===== config.mk =====
export PLATFORM = sky130hd
export DESIGN_NAME = demux1_2_buf
export DESIGN_NICKNAME = d
export VERILOG_FILES = /design/src/rtl/demux1_2_buf.sv
export SDC_FILE = /design/constraint.sdc
export NUM_CORES = 1
export LEC_CHECK = 0
export BUFFER_PORTS_ARGS = -buffer_cell sky130_fd_sc_hd__buf_4
export CORE_AREA = 5 5 42 44
export CTS_BUF_LIST = sky130_fd_sc_hd__clkbuf_2 sky130_fd_sc_hd__clkbuf_4 sky130_fd_sc_hd__clkbuf_8
export DETAILED_ROUTE_END_ITERATION = 12
export DIE_AREA = 0 0 47 49
export PLACE_DENSITY = 0.74
export SETUP_SLACK_MARGIN = 0.05
export SLEW_MARGIN = 30
export SYNTH_ARGS = -nofsm -noshare
export SYNTH_HDL_FRONTEND = slang
export SYNTH_SLANG_ARGS = --single-unit

===== constraint.sdc =====
create_clock -name clk -period 2.68 [get_ports clk]
set_input_delay 0.268 -clock clk [delete_from_list [all_inputs] [get_ports clk]]
set_output_delay 0.268 -clock clk [all_outputs]
set_load 0.03 [all_outputs]

===== src/rtl/demux1_2_buf.sv =====
// Buffered 1-to-2 demultiplexer: one valid/ready stream steered by sel into
// two independent 2-entry register FIFOs (channel A = sel 0, channel B = sel 1).

module demux1_2_buf_chan #(
  parameter int LENGTH = 1
) (
  input  logic              clk,
  input  logic              rst_n,
  input  logic              push,
  input  logic [LENGTH-1:0] din,
  input  logic              ready,
  output logic              valid,
  output logic              accept,
  output logic [LENGTH-1:0] dout
);
  logic [1:0]             count;
  logic                   wptr, rptr;
  logic [1:0][LENGTH-1:0] mem;
  logic                   pop;

  assign pop    = valid & ready;
  assign valid  = (count != 2'd0);
  // A full buffer still takes a beat when the sink drains one the same cycle.
  assign accept = (count != 2'd2) | ready;
  assign dout   = mem[rptr];

  always_ff @(posedge clk) begin
    if (!rst_n) begin
      count <= 2'd0;
      wptr  <= 1'b0;
      rptr  <= 1'b0;
      mem   <= '0;
    end else begin
      if (push) begin
        mem[wptr] <= din;
        wptr      <= ~wptr;
      end
      if (pop) rptr <= ~rptr;
      count <= count + {1'b0, push} - {1'b0, pop};
    end
  end
endmodule

module demux1_2_buf #(
  parameter int LENGTH = 1
) (
  input  logic              clk,
  input  logic              rst_n,
  input  logic              in_valid,
  output logic              in_ready,
  input  logic [LENGTH-1:0] in_data,
  input  logic              sel,
  output logic              a_valid,
  input  logic              a_ready,
  output logic [LENGTH-1:0] a_data,
  output logic              b_valid,
  input  logic              b_ready,
  output logic [LENGTH-1:0] b_data
);
  localparam int NUM_CH = 2;

  logic [NUM_CH-1:0]             push, rdy, vld, acc;
  logic [NUM_CH-1:0][LENGTH-1:0] dq;

  assign rdy      = {b_ready, a_ready};
  assign in_ready = acc[sel];

  for (genvar i = 0; i < NUM_CH; i++) begin : g_ch
    assign push[i] = in_valid & in_ready & (sel == 1'(i));
    demux1_2_buf_chan #(.LENGTH(LENGTH)) u_chan (
      .clk    (clk),
      .rst_n  (rst_n),
      .push   (push[i]),
      .din    (in_data),
      .ready  (rdy[i]),
      .valid  (vld[i]),
      .accept (acc[i]),
      .dout   (dq[i])
    );
  end

  assign a_valid = vld[0];
  assign a_data  = dq[0];
  assign b_valid = vld[1];
  assign b_data  = dq[1];
endmodule


After elaboration in Yosys (flattened, before gate mapping). Index checks and enable logic that the tools add are counted.

Bits in registers: 12. Output and inout port bits: 5. Word-level logic and storage cells: 51.

$add $sub $neg: 4. Magnitude comparators: 7. Eq/ne operators: 2. Muxes and demuxes: 12. Bitwise operators: 12. Reductions and logical operators: 4.

Operators with widths (count): < comparator 1 x 2 -> 1 bit (second input constant) (5); two-way mux 1 bit (8); bitwise AND 1 bit (5); inverter 1 bit (5); adder 2 x 1 -> 2 bit (2); bitwise mux 2 bit (2); inequality test 2 bit (second input constant) (2); nonzero test 2 bit (2); subtractor 2 x 1 -> 2 bit (2); demux 1 bit (select 1 bit) (2); >= comparator 1 bit (second input constant) (2); logical AND 1 bit (2); bitwise OR 1 bit (2).

Logic depth before layout (Yosys ltp).
Depth in word-level cells: 8. Mapped depth: 8. Gate-level depth less buffers: 8.

By module. Synthesis repeated with hierarchy kept, for this count alone.

Cells, all modules: 63. Area, all modules: 608.1 sq um.

Modules (own cells, without submodules): demux1_2_buf_chan (instances 2, cells an instance 30, area each 287.8 sq um); demux1_2_buf (instances 1, cells an instance 3, area each 32.5 sq um).

Least setup slack after synthesis. No wires, ideal clock.

Path kind: register to register. From: register g_ch[0].u_chan.count[1]. To: register g_ch[0].u_chan.count[1]. Setup time: 0.116 ns. Data arrival time: 1.617 ns. Required time: 2.564 ns. Slack: 0.947 ns. Cell stages (with the launch flop): 9. Path buffers: 0. Clock period less this slack: 1.733 ns. Cells stage by stage: dfxtp_1 > or3b_1 > nand3b_2 > ha_1 > inv_1 > ha_1 > xor2_1 > xnor2_1 > nor2_1.

Cells in the longest elaborated chain, start to end: 8. Elaborated cells between the ends (all ways): 10.

RTL lines: start, declared (RTL line 16) `logic [1:0] count;`; start signal, assigned (RTL line 39) `count <= count + {1'b0, push} - {1'b0, pop};`; inequality test 2 bit (RTL line 24) `assign accept = (count != 2'd2) | ready;`; bitwise OR 1 bit (RTL line 24); two-way mux 1 bit (implied by the code) (2 in a row) (RTL line 66) `assign in_ready = acc[sel];`; bitwise AND 1 bit (2 in a row) (RTL line 69) `assign push[i] = in_valid & in_ready & (sel == 1'(i));`; adder 2 x 1 -> 2 bit (RTL line 39); subtractor 2 x 1 -> 2 bit * (RTL line 39).

Every way passes the cells marked *; elsewhere a longest branch is shown, timed or not. The select of a mux whose other input is x is not followed. A chain may end at the register's enable or synchronous reset.

Worst setup path in the final report. Ends and elaborated chain as after synthesis.

==> summary.md <==
| Metric | Value |
|---|---|
| Status | complete, no violations |
| Clk_lat worst skew | 260 ps |
| Most common cell after layout, fill and taps aside | dfxtp_1 |
| Final Cycle Share | 0.693 |
| Critical Path AT | 2020 ps |
| Setup crit start kind | register |
| Unrepaired setup endpoints after global routing | no |
| Initial antenna violation count | 0 |
| Area Overhead vs Synth | 19.3% |
| HPWL after DPL | 839 um |
| Post-Syn Instances | 65 |
| N_diodes | 0 |
| CP Data Required Time | 2840 ps |
| Top FF cell, synth | dfxtp_1 |
| Fillers | 141 |
| Core footprint | 1400 um^2 |
| IO Pins | 12 |
| Post-synth ARST share | 0 |
| Worst-path clk slew | 70 ps |
| F_max | 538 MHz |
| Layout Nets | 91 |
| Final cell count without fillers | 94 |
| Yosys top cell by area | dfxtp_1 |
| Vias | 480 |
| Hold WC Path Type | input pin to register |
| Drt wl/cell | 11.2 um |
| Cts hold-fix bufs | 0 |
| Number of placed cells counting well taps | 91 |
| Slew Limit Fails | 0 |
| Worst VDD drop | 0.000432 V |
| Footprint of the multi-input gates | 365 um^2 |
| Final GP Congestion | 0.705 |
| Global route overflow | 0 |
| Largest net degree at the start of global routing | 11 |
| Total GRT Usage | 0.112 |
| Placed cell areas | 719 um^2 |
| Die ar. | 2300 um^2 |
| Commonest cells after routing, fill and taps aside | 12 x dfxtp_1, 11 x buf_4, 6 x nand2_1, 6 x nor2_1 |
| Die Width | 47 um |
| TritonCTS buffer count | 3 |
| CTS resizes | 0 |
| DR pass1 iterations | 4 |
| Mapped Avg Cell Area | 9.57 um^2 |
| Crit. End Element | register |
| Post-route minimum period | 1860 ps |
| Max Buffers Root-to-Sink | 2 |
| Worst clock skew | 0.624 ps |
| Die Span Y | 49 um |
| Leakage | 0.359 nW |
| Max_cap viols | 0 |
| CTS Sinks | 12 |
| Worst-Margin Slew | 269 ps |
| Setup violators final | 0 |
| Post-synth EDFFs | 0 |
| Vias/cell | 5.11 |
| Seq/Total Area, Yosys | 0.386 |
| TritonCTS clock tree | built |
| Cell Area, Synth | 622 um^2 |
| Reg area | 240 um^2 |
| Post-CTS Setup Repair Bufs | 0 |
| Net Count, Synth | 76 |
| Power per cell area | 914 nW/um^2 |
| Slew headroom | 0.821 |
| Critical path fanouts, max | 4 |
| Final Routed Wirelength | 1.05 mm |
| Starting Density | 0.444 |
| Synth top area share | 0.386 |
| Setup_tns | 0 ps |
| Synth cell types | 26 |
| Maximum level of the CTS H-tree | 1 |
| Antenna Nets Post-Route | 0 |
| Share of post-route cells with drive strength above 1 | 0.295 |
| Final hold vios | 0 |
| WS Path Type | register to register |
| Root Buffer Master | clkbuf_4 |
| Synthesis Warnings | 0 |
| DR iter-0 viols | 7 |
| Final instance area | 742 um^2 |
| # DRC | 0 |
| Port Buffers | 11 |
| Cell Rows | 14 |
| Top cells by area, synth | dfxtp_1 39%, ha_1 8.0%, mux2i_1 6.4% |
| First-pass GRT wire length | 1.88 mm |
| Number of global-route vias before repair | 492 |
| Yosys reg bits | 12 |
==> per-layer routing <==
metal,vias up,GRT usage,part of all wire
li1,252,-,-
met1,216,0.138,0.46
met2,10,0.163,0.47
met3,2,0.0258,0.059
met4,0,0.0829,0.0095
met5,-,0,0
==> worst max-delay path, stage by stage, from the launching register on <==
cell and delay, ps:
dfxtp_1 380, or3b_1 430, nand3b_2 130, ha_1 230, inv_1 60, ha_1 150, xor2_1 190, xnor2_1 140
nor2_1 50
==> area by class of cell <==
class	instances	share of cell area
well taps	16	0.0270
clock buffers	3	0.0304
flip-flops and latches	12	0.324
multi-input cells	49	0.492
inverters	3	0.0152
repair buffers	11	0.111
==> cell families after synthesis <==
| family | share of synthesized area |
|---|---|
| XOR/XNOR | 0.0704 |
| multiplexers | 0.101 |
| buffers and inverters | 0.0261 |
| AND/OR/NAND/NOR | 0.264 |
| flip-flops | 0.386 |
| adder cells (fa/ha/maj) | 0.0805 |
| AO/OA/AOI/OAI | 0.0724 |
==> sequential cells by signal, indices dropped and copies added (netlist names) <==
name               flops
g_ch.u_chan.count      4
g_ch.u_chan.mem        4
g_ch.u_chan.rptr       2
g_ch.u_chan.wptr       2
==> where the power goes <==
| group | internal (mW) | switching (mW) |
|---|---|---|
| Sequential | 0.224 | 0.0436 |
| Combinational | 0.152 | 0.154 |
| Clock | 0.0519 | 0.0531 |
| Total | 0.428 | 0.250 |
==> final timing paths <==
kind / from / endpoint / slack, ps / depth (start not counted)
worst max-delay path: g_ch[0].u_chan.count[1] / g_ch[0].u_chan.count[1] / 820 / 8
worst min-delay path: rst_n / g_ch[1].u_chan.count[0] / 300 / 2
worst max register to register: g_ch[0].u_chan.count[1] / g_ch[0].u_chan.count[1] / 820 / 8
worst min register to register: g_ch[0].u_chan.mem[1] / g_ch[0].u_chan.mem[1] / 460 / 2
==> metrics by stage <==
step                      utilization  total power, mW  setup slack (ps)  hold slack (ps)
after detailed placement        0.513            0.583               806              458
after global placement          0.513            0.571               869              445
final                           0.529            0.678               823              300
after floorplan                     -            0.497               947              435
after CTS                       0.529            0.690               814              296
after global routing            0.529            0.741               643              296
==> synthesized netlist by cell type, types with 3 or more instances <==
library cell  number
dfxtp_1           12
ha_1               4
inv_1              3
mux2i_1            4
nand2_1            6
nor2_1             6
or2_2              3
xnor2_1            3
(Power assumes the default switching activity.)
